## config.mk

```make
export PLATFORM = sky130hd
export DESIGN_NAME = pe_vec
export DESIGN_NICKNAME = d
export VERILOG_FILES = /design/src/rtl/pe_vec.sv
export SDC_FILE = /design/constraint.sdc
export NUM_CORES = 2
export LEC_CHECK = 0
export ABC_AREA = 1
export CAP_MARGIN = 20
export CORE_MARGIN = 3
export CORE_UTILIZATION = 45
export CTS_BUF_LIST = sky130_fd_sc_hd__clkbuf_16
export CTS_CLUSTER_DIAMETER = 30
export CTS_CLUSTER_SIZE = 20
export DETAILED_ROUTE_END_ITERATION = 16
export DONT_BUFFER_PORTS = 1
export GPL_ROUTABILITY_DRIVEN = 0
export PLACE_DENSITY_LB_ADDON = 0.1
export SLEW_MARGIN = 20
export SYNTH_ARGS = -nofsm -noshare
export SYNTH_HDL_FRONTEND = slang
export SYNTH_SLANG_ARGS = --single-unit
```

## constraint.sdc

```tcl
create_clock -name clk -period 8.2 [get_ports clk]
set_input_delay 0.82 -clock clk [delete_from_list [all_inputs] [get_ports clk]]
set_output_delay 0.82 -clock clk [all_outputs]
set_load 0.03 [all_outputs]
```

## src/rtl/pe_vec.sv

```systemverilog
// pe_vec: LANES-wide signed multiply-accumulate PE with bias, requantise shift and ReLU.
// Define PE_SAT_EN to make the AW->DW narrowing saturate instead of wrapping.
module pe_vec #(
  parameter int LANES = 4,
  parameter int DW    = 16,
  parameter int AW    = 40,
  parameter int SHW   = 5
) (
  input  logic                  clk,
  input  logic                  rst,
  input  logic                  in_valid,
  output logic                  in_ready,
  input  logic                  flush,
  input  logic                  out_en,
  input  logic                  calc_bias,
  input  logic                  calc_relu,
  input  logic [SHW-1:0]        shift,
  input  logic [LANES*DW-1:0]   x,
  input  logic [LANES*DW-1:0]   weight,
  input  logic [LANES*DW-1:0]   bias,
  output logic [LANES*DW-1:0]   result_r,
  output logic                  out_valid_r,
  input  logic                  out_ready,
  output logic                  illegal_uop
);

  typedef enum logic [1:0] {S_IDLE, S_ACC, S_OUT} state_t;

  state_t state_reg, state_next;
  logic   accept, mac_uop, fin_uop, bad_uop;

  // flush overrides every uop, including the illegal-uop check
  assign accept  = in_ready && !flush;
  assign fin_uop = accept && in_valid && out_en;
  assign mac_uop = accept && in_valid && !out_en && !calc_bias;
  assign bad_uop = accept && ((!in_valid && (out_en || calc_bias)) ||
                              (in_valid && calc_bias && !out_en));

  always_ff @(posedge clk or posedge rst) begin
    if (rst) begin
      state_reg   <= S_IDLE;
      out_valid_r <= 1'b0;
      illegal_uop <= 1'b0;
    end else begin
      state_reg   <= state_next;
      out_valid_r <= (state_next == S_OUT);
      illegal_uop <= bad_uop;
    end
  end

  always_comb begin
    state_next = state_reg;
    if (flush) begin
      state_next = S_IDLE;
    end else begin
      case (state_reg)
        S_IDLE, S_ACC: begin
          if (fin_uop)      state_next = S_OUT;
          else if (mac_uop) state_next = S_ACC;
        end
        S_OUT: if (out_valid_r && out_ready) state_next = S_IDLE;
        default: state_next = S_IDLE;
      endcase
    end
  end

  always_comb begin
    in_ready = (state_reg != S_OUT);
  end

  genvar gi;
  generate
    for (gi = 0; gi < LANES; gi++) begin : g_lane
      logic signed [DW-1:0]   x_lane, w_lane, b_lane;
      logic signed [2*DW-1:0] prod;
      logic signed [AW-1:0]   prod_ext, bias_ext, bias_term, sum, acc_reg;
      logic signed [DW-1:0]   narrowed, final_val, result_reg;

      assign x_lane    = x[gi*DW +: DW];
      assign w_lane    = weight[gi*DW +: DW];
      assign b_lane    = bias[gi*DW +: DW];
      assign prod      = (2*DW)'(x_lane) * (2*DW)'(w_lane);
      assign prod_ext  = AW'(prod);
      assign bias_ext  = AW'(b_lane);
      assign bias_term = calc_bias ? bias_ext : '0;
      // calc_bias is 0 on every accepted plain MAC, so sum also serves the accumulate path
      assign sum       = acc_reg + prod_ext + bias_term;

`ifdef PE_SAT_EN
      logic signed [AW-1:0] shifted;
      logic                 in_range;
      assign shifted  = sum >>> shift;
      assign in_range = (&shifted[AW-1:DW-1]) || !(|shifted[AW-1:DW-1]);
      assign narrowed = in_range ? shifted[DW-1:0]
                      : (shifted[AW-1] ? {1'b1, {(DW-1){1'b0}}} : {1'b0, {(DW-1){1'b1}}});
`else
      assign narrowed = DW'(sum >>> shift);
`endif

      assign final_val = (calc_relu && narrowed[DW-1]) ? '0 : narrowed;

      always_ff @(posedge clk or posedge rst) begin
        if (rst) begin
          acc_reg    <= '0;
          result_reg <= '0;
        end else begin
          if (flush || fin_uop) acc_reg <= '0;
          else if (mac_uop)     acc_reg <= sum;
          if (fin_uop)          result_reg <= final_val;
        end
      end

      assign result_r[gi*DW +: DW] = result_reg;
    end
  endgenerate

endmodule

```

==> results by group <==
CTS
  – Setup bufs post-CTS: 0
  – Total CTS buffers: 76
  – Hold buffers post-CTS: 0
  – Clock Tree Root: clkbuf_16
  – Sink Count: 228
  – CTS H-Tree Depth: 3
  – PostCTS Resize Cnt: 0
  – Clock-pin transition on the worst setup and hold timing paths: 0.04 ns
  – Later-pin clock latency in the skew report: 0.66 ns
  – CTS tree: yes
  – Clock Path Buffers: 3

Synth
  – Post-Synth Simple-Gate Area: 0.264
  – Average size of a mapped cell: 7.16 µm²
  – Post-Synthesis Cells: 10711
  – Synth cell types: 51
  – Largest family of logic cells by synthesized area: adder cells
  – Synth area leaders: fa_1 38%, inv_1 15%, nand2_1 14%
  – Post-synthesis compound-gate area fraction: 0.0287
  – FF+latch count, synth: 228
  – Ys async rst share: 1.00
  – Most used DFF post-synth: dfrtp_1
  – Yosys top cell by area: fa_1
  – XOR/XNOR share of the synthesized area: 0.00522
  – Register area share after synthesis: 0.0744
  – Yosys warns: 0
  – Most frequent cells after synthesis: 2969 x inv_1, 2843 x nand2_1, 1472 x fa_1
  – Synthesized area: 0.0767 mm²
  – Top cell type's share of synthesized area: 0.384
  – Syn Nets: 12844
  – Most common cell in the netlist: inv_1
  – Mux contribution to synthesized area: 0.000261
  – Post-synth EDFFs: 0
  – Adder-Cell Fraction of Synth Area: 0.459

Setup path
  – Crit Path Category: input pin to flip-flop
  – WP data required: 8.73 ns
  – Kind of end point of the critical path: flip-flop
  – R2r setup slk: 1.83 ns
  – R2r worst-path depth: 28
  – Crit path launch type: input pin
  – CP arrival: 7.66 ns
  – Reg2reg start: g_lane[1].acc_reg[19]
  – Crit. Startpoint: x[47]
  – CP Max Fanout: 16
  – FF-to-FF End: g_lane[1].result_reg[6]

STA
  – Skew final: 0.0444 ns
  – Max-slew violations: 0
  – Worst-Margin Slew: 0.932 ns
  – Slew Limit Headroom: 0.379
  – Final setup TNS: 0 ns
  – Part of the cycle the worst path needs: 0.869
  – Worst hold slack: 0.0464 ns
  – RSZ-0062 raised after global routing: no
  – Final Hold Viols: 0
  – Count of final setup violators: 0
  – Max Freq: 140 MHz
  – Min cycle time layout: 7.13 ns

Final layout
  – Fillers: 17083
  – Layout cell share with drive strength beyond 1: 0.0363
  – Largest register FFs: 160
  – Register area: 0.00571 mm²
  – Area Growth Syn to Fin: 5.29%
  – # nets final: 12513
  – Non-Filler Instances: 12647
  – Multi-input logic area: 0.0581 mm²

Routing
  – Routed Antenna Nets: 0
  – Iter 0 DRT Violations: 4567
  – Max layer used: met5
  – WL met1: 97.9 mm
  – Wire length per cell: 18.1 µm
  – Vias: 64894
  – Met2 routed WL: 108 mm
  – Residual DRC: 0
  – Vias per inst: 5.13
  – WL final: 229 mm
  – Detailed-router iteration count before antenna repair: 6
  – Met3 Routed Length: 12.6 mm

GRT
  – Largest net degree at the start of global routing: 190
  – Initial antenna violation count: 2
  – Final global-route overflow total: 0
  – Total GRT Usage: 0.271
  – Vias in the first global route: 68563
  – First-pass GRT wire length: 377 mm

Place
  – Placed cell count: 12506
  – PortBufs: 0
  – Hpwl dp: 192 mm

Run
  – Max-capacitance violation count: 0

Floorplanning
  – Core area: 0.168 mm²
  – Die width: 419 µm
  – Top Ports: 272
  – Die area: 0.175 mm²
  – # rows: 150
  – Vert. Die Dim: 419 µm
  – Starting Density: 0.456

Outcome
  – Status: finished clean

Worst hold path
  – Hold Crit Class: input pin to asynchronous set/reset pin
[metrics by stage]
step | util | instance area (µm²) | setup WS (ns)
final | 0.480 | 80800 | 1.07
after global routing | 0.480 | 80800 | 0.573
after CTS | 0.480 | 80800 | 1.15
after detailed placement | 0.464 | 78000 | 0.486
after global placement | 0.464 | 78000 | 0.547
after floorplan | - | 76700 | 0.792
[cells in the final DEF (no fill, tap or decap), types with 12 or more instances in the layout]
cell	n
o211ai_1	23
or2_2	44
o21ai_0	172
buf_4	34
bufinv_16	15
nor2_2	25
ha_1	456
o21bai_1	34
clkbuf_16	76
dfrtp_1	228
clkinv_2	13
nand3_2	50
nand2_1	2840
nand2_2	50
nor2_1	258
nor3_2	13
clkinv_1	12
nor3_1	12
o22ai_1	14
inv_1	2974
nand3_1	1268
xnor2_1	20
a21oi_1	140
fa_1	1472
inv_2	17
xor2_1	22
nand4_1	65
nand3b_1	26
[worst max-delay path, stage by stage]
cell,delay (ns)
nand2_1,0.13
inv_1,0.08
fa_1,0.66
fa_1,0.51
inv_1,0.31
fa_1,0.59
inv_1,0.16
fa_1,0.46
inv_1,0.28
fa_1,0.49
fa_1,0.48
inv_1,0.04
ha_1,0.40
nand2_1,0.11
inv_1,0.10
nand4_1,0.22
nor2_1,0.21
nand3_1,0.25
nand3_1,0.19
nand2_1,0.09
nand3_1,0.08
nand3_1,0.14
nand3_1,0.15
nand3_2,0.08
nand2_2,0.14
nand3_4,0.23
nand3_1,0.17
nand2_1,0.06
[cell families (layout without fill, tap and decap cells)]
family / Yosys count / in the layout
other: 0 / 2
adders and majority gates: 1928 / 1928
muxes: 2 / 2
xor gates and xnor gates: 44 / 44
and+or+nand+nor: 4678 / 4678
DFF: 228 / 228
AOI/OAI and AO/OA: 399 / 399
buffers and inverters: 3432 / 3162
[routing by layer]
layer	track usage	up-vias
met5	0	-
met4	0.111	2
met3	0.0330	427
met2	0.447	1829
met1	0.362	32028
li1	-	30608
[layout make-up]
type | instances | share of cell area
inverter | 2988 | 0.139
multi-input combinational | 7051 | 0.719
antenna | 2 | 0.0000620
timing repair buffer | 35 | 0.00341
clock inverter | 63 | 0.0100
tap | 2204 | 0.0341
clock buffer | 76 | 0.0235
sequential | 228 | 0.0706
[worst max path at each step]
stage | slack (ns) | end | depth (start not counted)
floorplan | 0.79 | g_lane[2].result_reg[2] | 33
global placement | 0.55 | g_lane[3].result_reg[11] | 28
detailed placement | 0.49 | g_lane[3].result_reg[11] | 29
CTS | 1.15 | g_lane[3].result_reg[14] | 29
global route | 0.57 | g_lane[0].result_reg[10] | 29
finish | 1.07 | g_lane[2].result_reg[10] | 28
Power is not shown: default switching activity piles up to over one toggle a cycle in this logic, so the estimate is an artifact.
